--- src/rtl/multicycle_control_fsm_pkg.sv ---
// Shared encodings for the multicycle MIPS control unit: FSM states, opcodes,
// ALUOp values (also consumed by ALUControl) and datapath mux selects.
package multicycle_ctrl_pkg;

    typedef enum logic [3:0] {
        ST_FETCH  = 4'd0,
        ST_DECODE = 4'd1,
        ST_EXEC_R = 4'd2,
        ST_WB_R   = 4'd3,
        ST_EXEC_I = 4'd4,
        ST_WB_I   = 4'd5,
        ST_ADDR   = 4'd6,
        ST_MEM_RD = 4'd7,
        ST_WB_MEM = 4'd8,
        ST_MEM_WR = 4'd9,
        ST_BRANCH = 4'd10,
        ST_JUMP   = 4'd11
    } state_e;

    localparam logic [5:0] OP_RTYPE = 6'b000000;
    localparam logic [5:0] OP_J     = 6'b000010;
    localparam logic [5:0] OP_JAL   = 6'b000011;
    localparam logic [5:0] OP_BEQ   = 6'b000100;
    localparam logic [5:0] OP_BNE   = 6'b000101;
    localparam logic [5:0] OP_ADDI  = 6'b001000;
    localparam logic [5:0] OP_ORI   = 6'b001101;
    localparam logic [5:0] OP_LUI   = 6'b001111;
    localparam logic [5:0] OP_LW    = 6'b100011;
    localparam logic [5:0] OP_SW    = 6'b101011;

    localparam logic [3:0] ALUOP_NONE = 4'b0000;
    localparam logic [3:0] ALUOP_LW   = 4'b0001;
    localparam logic [3:0] ALUOP_SW   = 4'b0010;
    localparam logic [3:0] ALUOP_BR   = 4'b0011;
    localparam logic [3:0] ALUOP_ADD  = 4'b0100;
    localparam logic [3:0] ALUOP_ORI  = 4'b0101;
    localparam logic [3:0] ALUOP_LUI  = 4'b0110;
    localparam logic [3:0] ALUOP_R    = 4'b1111;

    localparam logic       SRC_A_PC      = 1'b0;
    localparam logic       SRC_A_RS      = 1'b1;
    localparam logic [1:0] SRC_B_RT      = 2'b00;
    localparam logic [1:0] SRC_B_FOUR    = 2'b01;
    localparam logic [1:0] SRC_B_IMM     = 2'b10;
    localparam logic [1:0] SRC_B_IMM_SH2 = 2'b11;

    localparam logic [1:0] PC_SRC_ALU    = 2'b00;
    localparam logic [1:0] PC_SRC_ALUOUT = 2'b01;
    localparam logic [1:0] PC_SRC_JUMP   = 2'b10;

    localparam logic [1:0] REG_DST_RT = 2'b00;
    localparam logic [1:0] REG_DST_RD = 2'b01;
    localparam logic [1:0] REG_DST_RA = 2'b10;

    localparam logic [1:0] MTR_ALUOUT = 2'b00;
    localparam logic [1:0] MTR_MDR    = 2'b01;
    localparam logic [1:0] MTR_PC     = 2'b10;

    // Post-DECODE state for an opcode; ST_FETCH marks an unsupported opcode.
    function automatic state_e decode_target(input logic [5:0] op, input logic jal_en);
        state_e tgt;
        case (op)
            OP_RTYPE:                tgt = ST_EXEC_R;
            OP_ADDI, OP_ORI, OP_LUI: tgt = ST_EXEC_I;
            OP_LW, OP_SW:            tgt = ST_ADDR;
            OP_BEQ, OP_BNE:          tgt = ST_BRANCH;
            OP_J:                    tgt = ST_JUMP;
            OP_JAL:                  tgt = jal_en ? ST_JUMP : ST_FETCH;
            default:                 tgt = ST_FETCH;
        endcase
        return tgt;
    endfunction

endpackage

--- src/rtl/multicycle_control_fsm_perf_counter.sv ---
// Free-running wrap-around event counter used by the control unit performance
// monitor (only instantiated when CTRL_PERF_CNT_EN is defined).
module mc_perf_counter #(
    parameter int CNT_WIDTH = 32
) (
    input  logic                 clk,
    input  logic                 reset,
    input  logic                 inc,
    output logic [CNT_WIDTH-1:0] count
);

    logic [CNT_WIDTH-1:0] cnt_d;
    logic [CNT_WIDTH-1:0] cnt_q;

    // Next-count computation.
    always_comb begin
        if (inc) begin
            cnt_d = cnt_q + CNT_WIDTH'(1);
        end else begin
            cnt_d = cnt_q;
        end
    end

    // Counter register with synchronous active-low clear.
    always_ff @(posedge clk) begin
        if (!reset) begin
            cnt_q <= '0;
        end else begin
            cnt_q <= cnt_d;
        end
    end

    assign count = cnt_q;

endmodule

--- src/rtl/multicycle_control_fsm.sv ---
// Main control FSM of the multicycle MIPS datapath. Optional performance
// counters (cycle_cnt, instr_cnt) exist only when CTRL_PERF_CNT_EN is defined.
module multicycle_control_fsm
    import multicycle_ctrl_pkg::*;
#(
    parameter int CNT_WIDTH   = 32,
    parameter bit SUPPORT_JAL = 1'b1
) (
    input  logic       clk,
    input  logic       reset,
    input  logic [5:0] opcode,
    input  logic       zero,
    input  logic       mem_ready,
    output logic [3:0] alu_op,
    output logic       alu_src_a,
    output logic [1:0] alu_src_b,
    output logic [1:0] pc_src,
    output logic       pc_write,
    output logic       i_or_d,
    output logic       mem_read,
    output logic       mem_write,
    output logic       ir_write,
    output logic [1:0] reg_dst,
    output logic [1:0] mem_to_reg,
    output logic       reg_write,
    output logic       instr_retired,
    output logic       illegal_op
`ifdef CTRL_PERF_CNT_EN
    ,
    output logic [CNT_WIDTH-1:0] cycle_cnt,
    output logic [CNT_WIDTH-1:0] instr_cnt
`endif
);

    state_e     state_d, state_q;
    logic [5:0] op_d, op_q;

    // Next-state and output decode; outputs are forced low while reset is held.
    always_comb begin
        state_d       = state_q;
        op_d          = op_q;
        alu_op        = ALUOP_NONE;
        alu_src_a     = SRC_A_PC;
        alu_src_b     = SRC_B_RT;
        pc_src        = PC_SRC_ALU;
        pc_write      = 1'b0;
        i_or_d        = 1'b0;
        mem_read      = 1'b0;
        mem_write     = 1'b0;
        ir_write      = 1'b0;
        reg_dst       = REG_DST_RT;
        mem_to_reg    = MTR_ALUOUT;
        reg_write     = 1'b0;
        instr_retired = 1'b0;
        illegal_op    = 1'b0;

        case (state_q)
            ST_FETCH: begin
                mem_read  = 1'b1;
                alu_src_b = SRC_B_FOUR;
                alu_op    = ALUOP_ADD;
                if (mem_ready) begin
                    ir_write = 1'b1;
                    pc_write = 1'b1;
                    state_d  = ST_DECODE;
                end else begin
                    state_d  = ST_FETCH;
                end
            end
            ST_DECODE: begin
                op_d      = opcode;
                alu_src_b = SRC_B_IMM_SH2;
                alu_op    = ALUOP_ADD;
                state_d   = decode_target(opcode, SUPPORT_JAL);
                if (state_d == ST_FETCH) begin
                    illegal_op    = 1'b1;
                    instr_retired = 1'b1;
                end else begin
                    illegal_op    = 1'b0;
                end
            end
            ST_EXEC_R: begin
                alu_src_a = SRC_A_RS;
                alu_op    = ALUOP_R;
                state_d   = ST_WB_R;
            end
            ST_WB_R: begin
                reg_dst       = REG_DST_RD;
                reg_write     = 1'b1;
                instr_retired = 1'b1;
                state_d       = ST_FETCH;
            end
            ST_EXEC_I: begin
                alu_src_a = SRC_A_RS;
                alu_src_b = SRC_B_IMM;
                case (op_q)
                    OP_ORI:  alu_op = ALUOP_ORI;
                    OP_LUI:  alu_op = ALUOP_LUI;
                    default: alu_op = ALUOP_ADD;
                endcase
                state_d = ST_WB_I;
            end
            ST_WB_I: begin
                reg_write     = 1'b1;
                instr_retired = 1'b1;
                state_d       = ST_FETCH;
            end
            ST_ADDR: begin
                alu_src_a = SRC_A_RS;
                alu_src_b = SRC_B_IMM;
                if (op_q == OP_SW) begin
                    alu_op  = ALUOP_SW;
                    state_d = ST_MEM_WR;
                end else begin
                    alu_op  = ALUOP_LW;
                    state_d = ST_MEM_RD;
                end
            end
            ST_MEM_RD: begin
                i_or_d   = 1'b1;
                mem_read = 1'b1;
                if (mem_ready) begin
                    state_d = ST_WB_MEM;
                end else begin
                    state_d = ST_MEM_RD;
                end
            end
            ST_WB_MEM: begin
                mem_to_reg    = MTR_MDR;
                reg_write     = 1'b1;
                instr_retired = 1'b1;
                state_d       = ST_FETCH;
            end
            ST_MEM_WR: begin
                i_or_d    = 1'b1;
                mem_write = 1'b1;
                if (mem_ready) begin
                    instr_retired = 1'b1;
                    state_d       = ST_FETCH;
                end else begin
                    state_d       = ST_MEM_WR;
                end
            end
            ST_BRANCH: begin
                alu_src_a     = SRC_A_RS;
                alu_op        = ALUOP_BR;
                pc_src        = PC_SRC_ALUOUT;
                pc_write      = (op_q == OP_BNE) ? ~zero : zero;
                instr_retired = 1'b1;
                state_d       = ST_FETCH;
            end
            ST_JUMP: begin
                pc_src        = PC_SRC_JUMP;
                pc_write      = 1'b1;
                instr_retired = 1'b1;
                if (op_q == OP_JAL) begin
                    reg_dst    = REG_DST_RA;
                    mem_to_reg = MTR_PC;
                    reg_write  = 1'b1;
                end else begin
                    reg_write  = 1'b0;
                end
                state_d = ST_FETCH;
            end
            default: begin
                state_d = ST_FETCH;
            end
        endcase

        if (!reset) begin
            alu_op        = ALUOP_NONE;
            alu_src_a     = 1'b0;
            alu_src_b     = 2'b00;
            pc_src        = 2'b00;
            pc_write      = 1'b0;
            i_or_d        = 1'b0;
            mem_read      = 1'b0;
            mem_write     = 1'b0;
            ir_write      = 1'b0;
            reg_dst       = 2'b00;
            mem_to_reg    = 2'b00;
            reg_write     = 1'b0;
            instr_retired = 1'b0;
            illegal_op    = 1'b0;
        end else begin
            illegal_op    = illegal_op;
        end
    end

    // State and latched-opcode registers.
    always_ff @(posedge clk) begin
        if (!reset) begin
            state_q <= ST_FETCH;
            op_q    <= 6'b000000;
        end else begin
            state_q <= state_d;
            op_q    <= op_d;
        end
    end

`ifdef CTRL_PERF_CNT_EN
    mc_perf_counter #(.CNT_WIDTH(CNT_WIDTH)) u_cycle_cnt (
        .clk   (clk),
        .reset (reset),
        .inc   (1'b1),
        .count (cycle_cnt)
    );

    mc_perf_counter #(.CNT_WIDTH(CNT_WIDTH)) u_instr_cnt (
        .clk   (clk),
        .reset (reset),
        .inc   (instr_retired),
        .count (instr_cnt)
    );
`endif

endmodule

--- config.mk ---
export PLATFORM = sky130hd
export DESIGN_NAME = multicycle_control_fsm
export DESIGN_NICKNAME = d
export VERILOG_FILES = /design/src/rtl/multicycle_control_fsm_pkg.sv /design/src/rtl/multicycle_control_fsm_perf_counter.sv /design/src/rtl/multicycle_control_fsm.sv
export SDC_FILE = /design/constraint.sdc
export NUM_CORES = 1
export LEC_CHECK = 0
export BUFFER_PORTS_ARGS = -buffer_cell sky130_fd_sc_hd__buf_4
export CORE_MARGIN = 8
export CORE_UTILIZATION = 50
export DETAILED_ROUTE_END_ITERATION = 10
export PLACE_DENSITY = 0.76
export SYNTH_ARGS = -nofsm -noshare
export SYNTH_HDL_FRONTEND = slang
export SYNTH_SLANG_ARGS = --single-unit
--- constraint.sdc ---
create_clock -name clk -period 2.02 [get_ports clk]
set_input_delay 0.202 -clock clk [delete_from_list [all_inputs] [get_ports clk]]
set_output_delay 0.202 -clock clk [all_outputs]
set_load 0.05 [all_outputs]
After elaboration in Yosys (flattened, before gate mapping). Index checks and enable logic that the tools add are counted.

Register bits: 10. Bits of input ports: 10. Word-level logic and storage cells: 84. Output and inout bits: 21.

Multiplexer cells: 42. Equal/unequal tests: 25. Reductions and logical operators: 14. Bitwise gates (word level): 1.

Operators by type and width (count): $pmux 4 s5 (2); $eq 6x4->1 const B (5); $pmux 4 s7 (1); $mux 1 (20); $mux 4 (5); $eq 6x2->1 const B (3); $eq 6x3->1 const B (3); $eq 6x6->1 const B (3); $eq 4x3->1 const B (4); $eq 4x4->1 const B (4); $pmux 2 s2 (4); $reduce_or 2->1 (7); $mux 2 (6); $eq 4x2->1 const B (2); $logic_not 4->1 (2); $logic_not 6->1 (1); $pmux 1 s3 (2); $pmux 2 s3 (1); $reduce_or 3->1 (2); $reduce_or 5->1 (1); $eq 4x1->1 const B (1); $reduce_or 4->1 (1); $pmux 1 s2 (1); $not 1->1 (1).

Longest topological paths before layout. Gate-level depths: netlist of run 1.

Depth after elaboration: 8. Gate-level depth with buffers: 5. Gate-level depth less buffers: 4.

Worst setup path before layout of run 1. OpenSTA, ideal clock, no wires.

Kind: reg-to-output. Start point: reg state_q[2]. End point: out alu_op[1]. Path buffers: 1. Setup slack: -0.561 ns. Data arrival time: 2.379 ns. Data required time: 1.818 ns. Cell stages (with the launch flop): 6. Cell sequence: dfxtp_1 -> buf_6 -> nand2b_1 -> a211oi_2 -> nor2_1 -> a21oi_1.

Word-level cells in the longest chain between the ends: 4. Elaborated cells between the ends (all ways): 9. Those cells by class: eq/ne (5); mux (2); reduce/logical (2).

RTL lines: start: declaration (line multicycle_control_fsm.sv:35) `state_e state_d, state_q;`; start signal: assignment (line multicycle_control_fsm.sv:196) `state_q <= state_d;`; $eq 4x1->1 or $logic_not 4->1 (tied branches) (line multicycle_control_fsm.sv:57) `case (state_q)`; $reduce_or 2->1 (no source line); $pmux 4 s5 * (line multicycle_control_fsm.sv:57); $mux 4 * (line multicycle_control_fsm.sv:170) `if (!reset) begin`; end: declaration (line multicycle_control_fsm.sv:14) `output logic [3:0] alu_op,`.

Every way passes the cells marked *; elsewhere a longest branch is shown, timed or not.

Final worst setup path of run 1.
Start point: reg op_q[5]. End point: out pc_write.

Word-level cells in the longest chain between the ends: 4.

RTL lines: start: declaration (line multicycle_control_fsm.sv:36) `logic [5:0] op_d, op_q;`; start signal: assignment (line multicycle_control_fsm.sv:197) `op_q <= op_d;`; $eq 6x3->1 (line multicycle_control_fsm.sv:148) `pc_write = (op_q == OP_BNE) ? ~zero : zero;`; $mux 1 (line multicycle_control_fsm.sv:148); $pmux 1 s3 (line multicycle_control_fsm.sv:57); $mux 1 (line multicycle_control_fsm.sv:170); end: declaration (line multicycle_control_fsm.sv:18) `output logic pc_write,`.

No other way between the ends.

==> results of run 1 <==
==> logic make-up (layout without fill, tap and decap cells) <==
logic type,count (synthesis),after routing
AOI/OAI and AO/OA,34,34
xor gates and xnor gates,2,2
buffers and inverters,12,46
DFF,10,10
muxes,7,7
and+or+nand+nor,70,70
==> final cells by class <==
type / instances / area, µm²
fill: 165 / 489
tap: 27 / 33.8
clock buffer: 4 / 36.3
inverter: 5 / 18.8
multi-input combinational: 113 / 865
timing repair buffer: 37 / 285
sequential: 10 / 214
==> worst paths after layout <==
| path | startpoint | to | slack, ns | cells after the start |
|---|---|---|---|---|
| hold reg to reg | op_q[0] | op_q[0] | 0.54 | 2 |
| setup reg to reg | state_q[1] | op_q[4] | 0.54 | 5 |
| setup / recovery | op_q[5] | pc_write | 0.04 | 5 |
| hold / removal | opcode[3] | op_q[3] | 0.21 | 3 |
==> flip-flops by register name, summed over array words and instances (netlist names) <==
| register | flops |
|---|---|
| op_q | 6 |
| state_q | 4 |
==> Yosys cell counts, types with 3 or more instances <==
cell / n / share of area, %
nand4b_1: 4 / 3.4
inv_1: 4 / 1.5
nand3_1: 3 / 1.5
and3_1: 4 / 2.4
nand2_1: 5 / 1.8
nand3b_1: 3 / 2.2
nor3_1: 3 / 1.5
nor2_1: 21 / 7.7
dfxtp_1: 10 / 20
a21oi_1: 11 / 5.4
nor2b_1: 4 / 2.4
nand2b_1: 9 / 5.5
buf_2: 4 / 2.0
mux2i_1: 6 / 5.9
==> tightest hold or removal path, delay by kind of cell <==
| family | cells | cell delay [ns] |
|---|---|---|
| buffers and inverters | 1 | 0.10 |
| and+or+nand+nor | 1 | 0.08 |
| muxes | 1 | 0.06 |
==> power by group through the flow <==
stage	registers, mW	clock network, mW	logic [mW]
after global routing	0.218	0.187	0.221
after detailed placement	0.221	0	0.196
after floorplan	0.219	0	0.138
final	0.217	0.176	0.205
after CTS	0.217	0.180	0.200
after global placement	0.220	0	0.193
==> metrics by stage <==
stage	hold slack, ns	setup slack (ns)
2_1_floorplan	0.349	-0.0387
3_3_place_gp	0.469	0.156
3_5_place_dp	0.480	0.104
4_1_cts	0.206	0.0156
5_1_grt	0.238	-0.0298
6_report	0.211	0.0395
==> routing by layer <==
metal,vias up,wire length (µm)
met4,0,23
li1,561,-
met5,-,0
met3,4,222
met1,504,1260
met2,34,1460
==> timing repair <==
item / 4_1_cts / 5_1_grt
pin swaps: 0 / 3
setup endpoints to repair: 4 / 6
gates resized for setup: 6 / 15
==> results.json, run 1 <==
{
  "grt_pass1_vias": 1080,
  "gr-max-usage-layer": "met2",
  "finalPower_mw": 0.598,
  "switching_share_pct": 33.6,
  "seq_power_share_pct": 36.2,
  "yosysWarningCount": 0,
  "grt_use_met3_pct": 4.18,
  "tritoncts": "built",
  "hpwl_um": 2300,
  "synth-edff-count": 0,
  "synth_compound_area_share_pct": 24.1,
  "synthFlopType": "dfxtp_1",
  "setup_viol": 0,
  "rows": 16,
  "worst_pin_slew_ns": 0.390,
  "grt_first_pass_wirelength_um": 4810,
  "h-tree-depth": 1,
  "die_x_um": 61.2,
  "path_clk_slew_ns": 0.07,
  "path_cells": "nor4b_4 > nand3b_1 > xor2_1 > a2111oi_4 > buf_6",
  "globalRouteMet1Util_pct": 19.7,
  "finalCriticalPeriod_ns": 1.98,
  "wire_per_inst_um": 15.1,
  "gp_congestion": 0.805,
  "synthAdderAreaFrac_pct": 0,
  "ys_seq_area_share_pct": 19.6,
  "crit_fanout": 7,
  "drt-pass1-iter-count": 4,
  "nNetsFinal": 180,
  "rsz0062_at_grt": "yes",
  "netlist_area_um2": 1020,
  "layout-drive-gt1-share_pct": 42.6,
  "status": "finished, final reports clean",
  "finalCoreUtilization_pct": 74.8,
  "mostFrequentLayoutCell": "buf_4",
  "fin_skew_ns": 0.00313,
  "antenna_found_initial": 0,
  "maxCapViolations": 0,
  "drt_wl_total_um": 2960,
  "final_cell_mix": "buf_4 (35), nor2_1 (18), a21oi_1 (10)",
  "overflow": 0,
  "ir_worst_vdd_mv": 0.341,
  "ios": 31,
  "root_buffer": "clkbuf_4",
  "cp_num_buf_inv": 1,
  "hold_path_class": "primary input to flip-flop",
  "tns_ns": 0,
  "grt_use_total_pct": 16.4,
  "holdBufCountCts": 0,
  "p_switching_mw": 0.201,
  "required_ns": 1.82,
  "p_leak_nw": 0.594,
  "drc_errors": 0,
  "die-area_um2": 3750,
  "crit_family": "simple AND/OR/NAND/NOR gates",
  "cp-start-kind": "flip-flop",
  "final_cells": 196,
  "synth_top_family_by_area": "simple AND/OR/NAND/NOR gates",
  "yosys.area_share.simple_pct": 41.7,
  "area_growth_pct": 41.9,
  "finalMaxSlewViolations": 0,
  "cts_made_buffers": 3,
  "cp-end-kind": "primary output",
  "start_util_pct": 52.7,
  "synth_xor_area_share_pct": 1.71,
  "cts_setup_buffers": 0,
  "met2_usage_pct": 28.2,
  "viasPerCell": 5.63,
  "power_density_nw_per_um2": 412,
  "worstPathArrival_ns": 1.78,
  "syn_nets": 145,
  "comb_power_share_pct": 34.4,
  "slew_headroom_pct": 74.0,
  "internal-power_mw": 0.397,
  "io_buffers": 30,
  "clock_path_buffers": 2,
  "fmax_ghz": 0.505,
  "synth_mux_area_share_pct": 6.97,
  "n_antenna_cell": 0,
  "clock_latency_ns": 0.26,
  "place_area_um2": 1340,
  "clock-sinks": 10,
  "drt_iter0_drc": 27,
  "ant_nets": 0,
  "final_cell_area_um2": 1450,
  "timing.final.crit_share_pct": 98.0,
  "clockPowerShare_pct": 29.4,
  "netlist_instances": 135,
  "ys_seq_elements": 10,
  "slowest_stage": "dfxtp_4",
  "grt_start_max_net_pins": 16,
  "synth_cell_type_count": 48,
  "hold_violations": 0,
  "place_inst": 192,
  "critPathKind": "flip-flop to primary output",
  "synthArstFlopShare_pct": 0,
  "num_vias": 1103,
  "die_y_um": 61.2,
  "slowest_delay_ns": 0.38,
  "core_area_um2": 1940,
  "postSynthAreaPerCell_um2": 7.58
}
(Power assumes the default switching activity.)
==> run 2, diff against run 1 <==
Settings changed: SETUP_SLACK_MARGIN set to 0.5.
==> run 2 against run 1 <==
Compared with the run above: the run now fails in 4_1_cts; synthesized cell count stayed put; synthesized area did not move.
==> results.json, run 2 <==
{
  "synth_common_cells": "nor2_1 (21), a21oi_1 (11), dfxtp_1 (10)",
  "ys_top_cells_by_area": "dfxtp_1 (20%), nor2_1 (7.7%), mux2i_1 (5.9%)",
  "place_area_um2": 1420,
  "hpwl_um": 2470,
  "cts_setup_buffers": 41,
  "synthFlopType": "dfxtp_1",
  "gp_congestion": 0.826,
  "netlist_instances": 135,
  "synth-edff-count": 0,
  "clock_path_buffers": 2,
  "ys_seq_elements": 10,
  "synth_largest_area_cell": "dfxtp_1",
  "h-tree-depth": 1,
  "synth_cell_type_count": 48,
  "postSynthAreaPerCell_um2": 7.58,
  "stop_stage": "4_1_cts",
  "error": "[ERROR DPL-0038] Utilization greater than 100%, impossible to legalize",
  "die_x_um": 61.2,
  "io_buffers": 30,
  "holdBufCountCts": 0,
  "start_util_pct": 52.7,
  "die_y_um": 61.2,
  "cts_made_buffers": 3,
  "synth_top_area_share_pct": 19.6,
  "root_buffer": "clkbuf_4",
  "rows": 16,
  "status": "did not finish",
  "ios": 31,
  "yosysWarningCount": 0,
  "post_cts_resized": 82,
  "clock-sinks": 10,
  "netlist_area_um2": 1020,
  "ys_seq_area_share_pct": 19.6,
  "synthArstFlopShare_pct": 0,
  "syn_nets": 145,
  "synth.most_common_cell": "nor2_1"
}
## run 2: cell counts after synthesis
Identical to the previous run, type by type.
## run 2: kinds of logic after synthesis
group                     synth area share, %
AOI/OAI and AO/OA                        24.1
DFF                                      19.6
and+or+nand+nor                          41.7
xor gates and xnor gates                 1.71
buffers and inverters                    5.99
muxes                                    6.97
## run 2: per-stage QoR
step	instances	hold slack, ns	utilization, %	setup WS (ns)
floorplan	135	0.349	-	0.0298
global placement	190	0.471	73.3	0.225
detailed placement	190	0.485	73.3	0.200
==> run 3, diff against run 2 <==
Settings changed: CORE_AREA set to 8 8 69 71, CORE_MARGIN 8 to unset, CORE_UTILIZATION 50 to unset, DIE_AREA set to 0 0 77 79, PLACE_DENSITY 0.76 to unset, PLACE_DENSITY_LB_ADDON set to 0.15, SETUP_SLACK_MARGIN 0.5 to unset.
==> run 3 against run 2 <==
Compared with the run above: the flow now finishes without violations.
==> results.json, run 3 (same netlist as run 1, synthesis figures left out) <==
{
  "finalCoreUtilization_pct": 39.4,
  "worst_pin_slew_ns": 0.420,
  "h-tree-depth": 1,
  "largest_reg_flops": 6,
  "cts_made_buffers": 3,
  "die_x_um": 77,
  "drc_errors": 0,
  "setup_ws_ns": 0.0828,
  "worstPathArrival_ns": 1.74,
  "power_density_nw_per_um2": 449,
  "hold_path_class": "primary input to flip-flop",
  "preCtsSetupSlack_ns": 0.151,
  "root_buffer": "clkbuf_8",
  "num_vias": 1116,
  "path_clk_slew_ns": 0.05,
  "rows": 23,
  "crit_fanout": 3,
  "drt_iter0_drc": 69,
  "area_growth_pct": 46.1,
  "ir_worst_vdd_mv": 0.395,
  "ant_nets": 0,
  "finalMaxSlewViolations": 0,
  "grt_first_pass_wirelength_um": 5510,
  "rsz0062_at_grt": "yes",
  "status": "finished, final reports clean",
  "cp-start-kind": "flip-flop",
  "gp_congestion": 0.802,
  "drt-pass1-iter-count": 4,
  "tns_ns": 0,
  "viasPerCell": 5.05,
  "cp-end-kind": "primary output",
  "required_ns": 1.82,
  "core_area_um2": 3800,
  "clock_latency_ns": 0.23,
  "drt_wl_total_um": 3170,
  "grt_pass1_vias": 1112,
  "grt_start_max_net_pins": 13,
  "io_buffers": 30,
  "hold_violations": 0,
  "n_antenna_cell": 0,
  "fmax_ghz": 0.516,
  "slew_headroom_pct": 72.0,
  "maxCapViolations": 0,
  "clock_path_buffers": 2,
  "fin_skew_ns": 0.00108,
  "mostFrequentLayoutCell": "buf_4",
  "start_util_pct": 26.9,
  "ios": 31,
  "regArea_um2": 208,
  "p_leak_nw": 0.611,
  "tritoncts": "built",
  "final_cell_mix": "buf_4 (37), nor2_1 (18), a21oi_1 (10)",
  "nNetsFinal": 182,
  "clock-sinks": 10,
  "finalCriticalPeriod_ns": 1.94,
  "die_y_um": 79,
  "fill_cells": 406,
  "grt_use_total_pct": 10.8,
  "top_register": "op_q",
  "die-area_um2": 6080,
  "finalPower_mw": 0.671,
  "holdBufCountCts": 0,
  "layout-drive-gt1-share_pct": 42.7,
  "timing.final.crit_share_pct": 95.9,
  "wire_per_inst_um": 14.3,
  "overflow": 0,
  "largest_registers": "op_q (6), state_q (4)",
  "setup_viol": 0,
  "multi_input_area_um2": 851,
  "hpwl_um": 2590,
  "critPathKind": "flip-flop to primary output",
  "antenna_found_initial": 0
}
## run 3: critical path: stages, from the launching register on
cell	delay (ns)
dfxtp_1	0.34
nor4b_4	0.30
nand3b_1	0.15
xor2_1	0.19
a2111oi_4	0.31
buf_6	0.21
## run 3: power breakdown
group	leakage (nW)	internal (mW)	switching, mW
clock	0.0288	0.171	0.0721
combinational	0.498	0.0854	0.118
sequential	0.0841	0.208	0.0169
total	0.611	0.464	0.207
## run 3: what timing repair did
action                     in CTS  in global routing
pin swaps                       0                  1
resized for setup               5                 11
setup buffers                   0                  0
setup endpoints to repair       3                  7
## run 3: worst paths after layout
| kind | cells past startpoint | endpoint | from | slack [ns] |
|---|---|---|---|---|
| setup / recovery | 5 | pc_write | op_q[3] | 0.08 |
| hold / removal | 3 | op_q[3] | opcode[3] | 0.23 |
| setup reg to reg | 5 | op_q[0] | state_q[1] | 0.56 |
| hold reg to reg | 2 | op_q[4] | op_q[4] | 0.54 |
## run 3: final cells by class
type | instances | share of cell area [%]
clock buffers | 4 | 3.68
inverters | 5 | 1.26
repair buffers | 39 | 20.1
flip-flops and latches | 10 | 13.9
multi-input cells | 113 | 56.9
well taps | 50 | 4.18
## run 3: metal layers
metal  part of all wire [%]  routed length [µm]  GRT usage, %
met1                     49                1560          14.2
met2                     44                1400          16.8
met3                    5.6                 178          3.27
met4                   0.66                  21          2.83
met5                      0                   0             0
## run 3: stage by stage
| stage | instances | area [µm²] | hold slack, ns |
|---|---|---|---|
| finish | 221 | 1500 | 0.232 |
| global route | 221 | 1500 | 0.254 |
| CTS | 221 | 1460 | 0.235 |
| detailed placement | 217 | 1390 | 0.478 |
| global placement | 217 | 1390 | 0.473 |
| floorplan | 135 | 1070 | 0.349 |
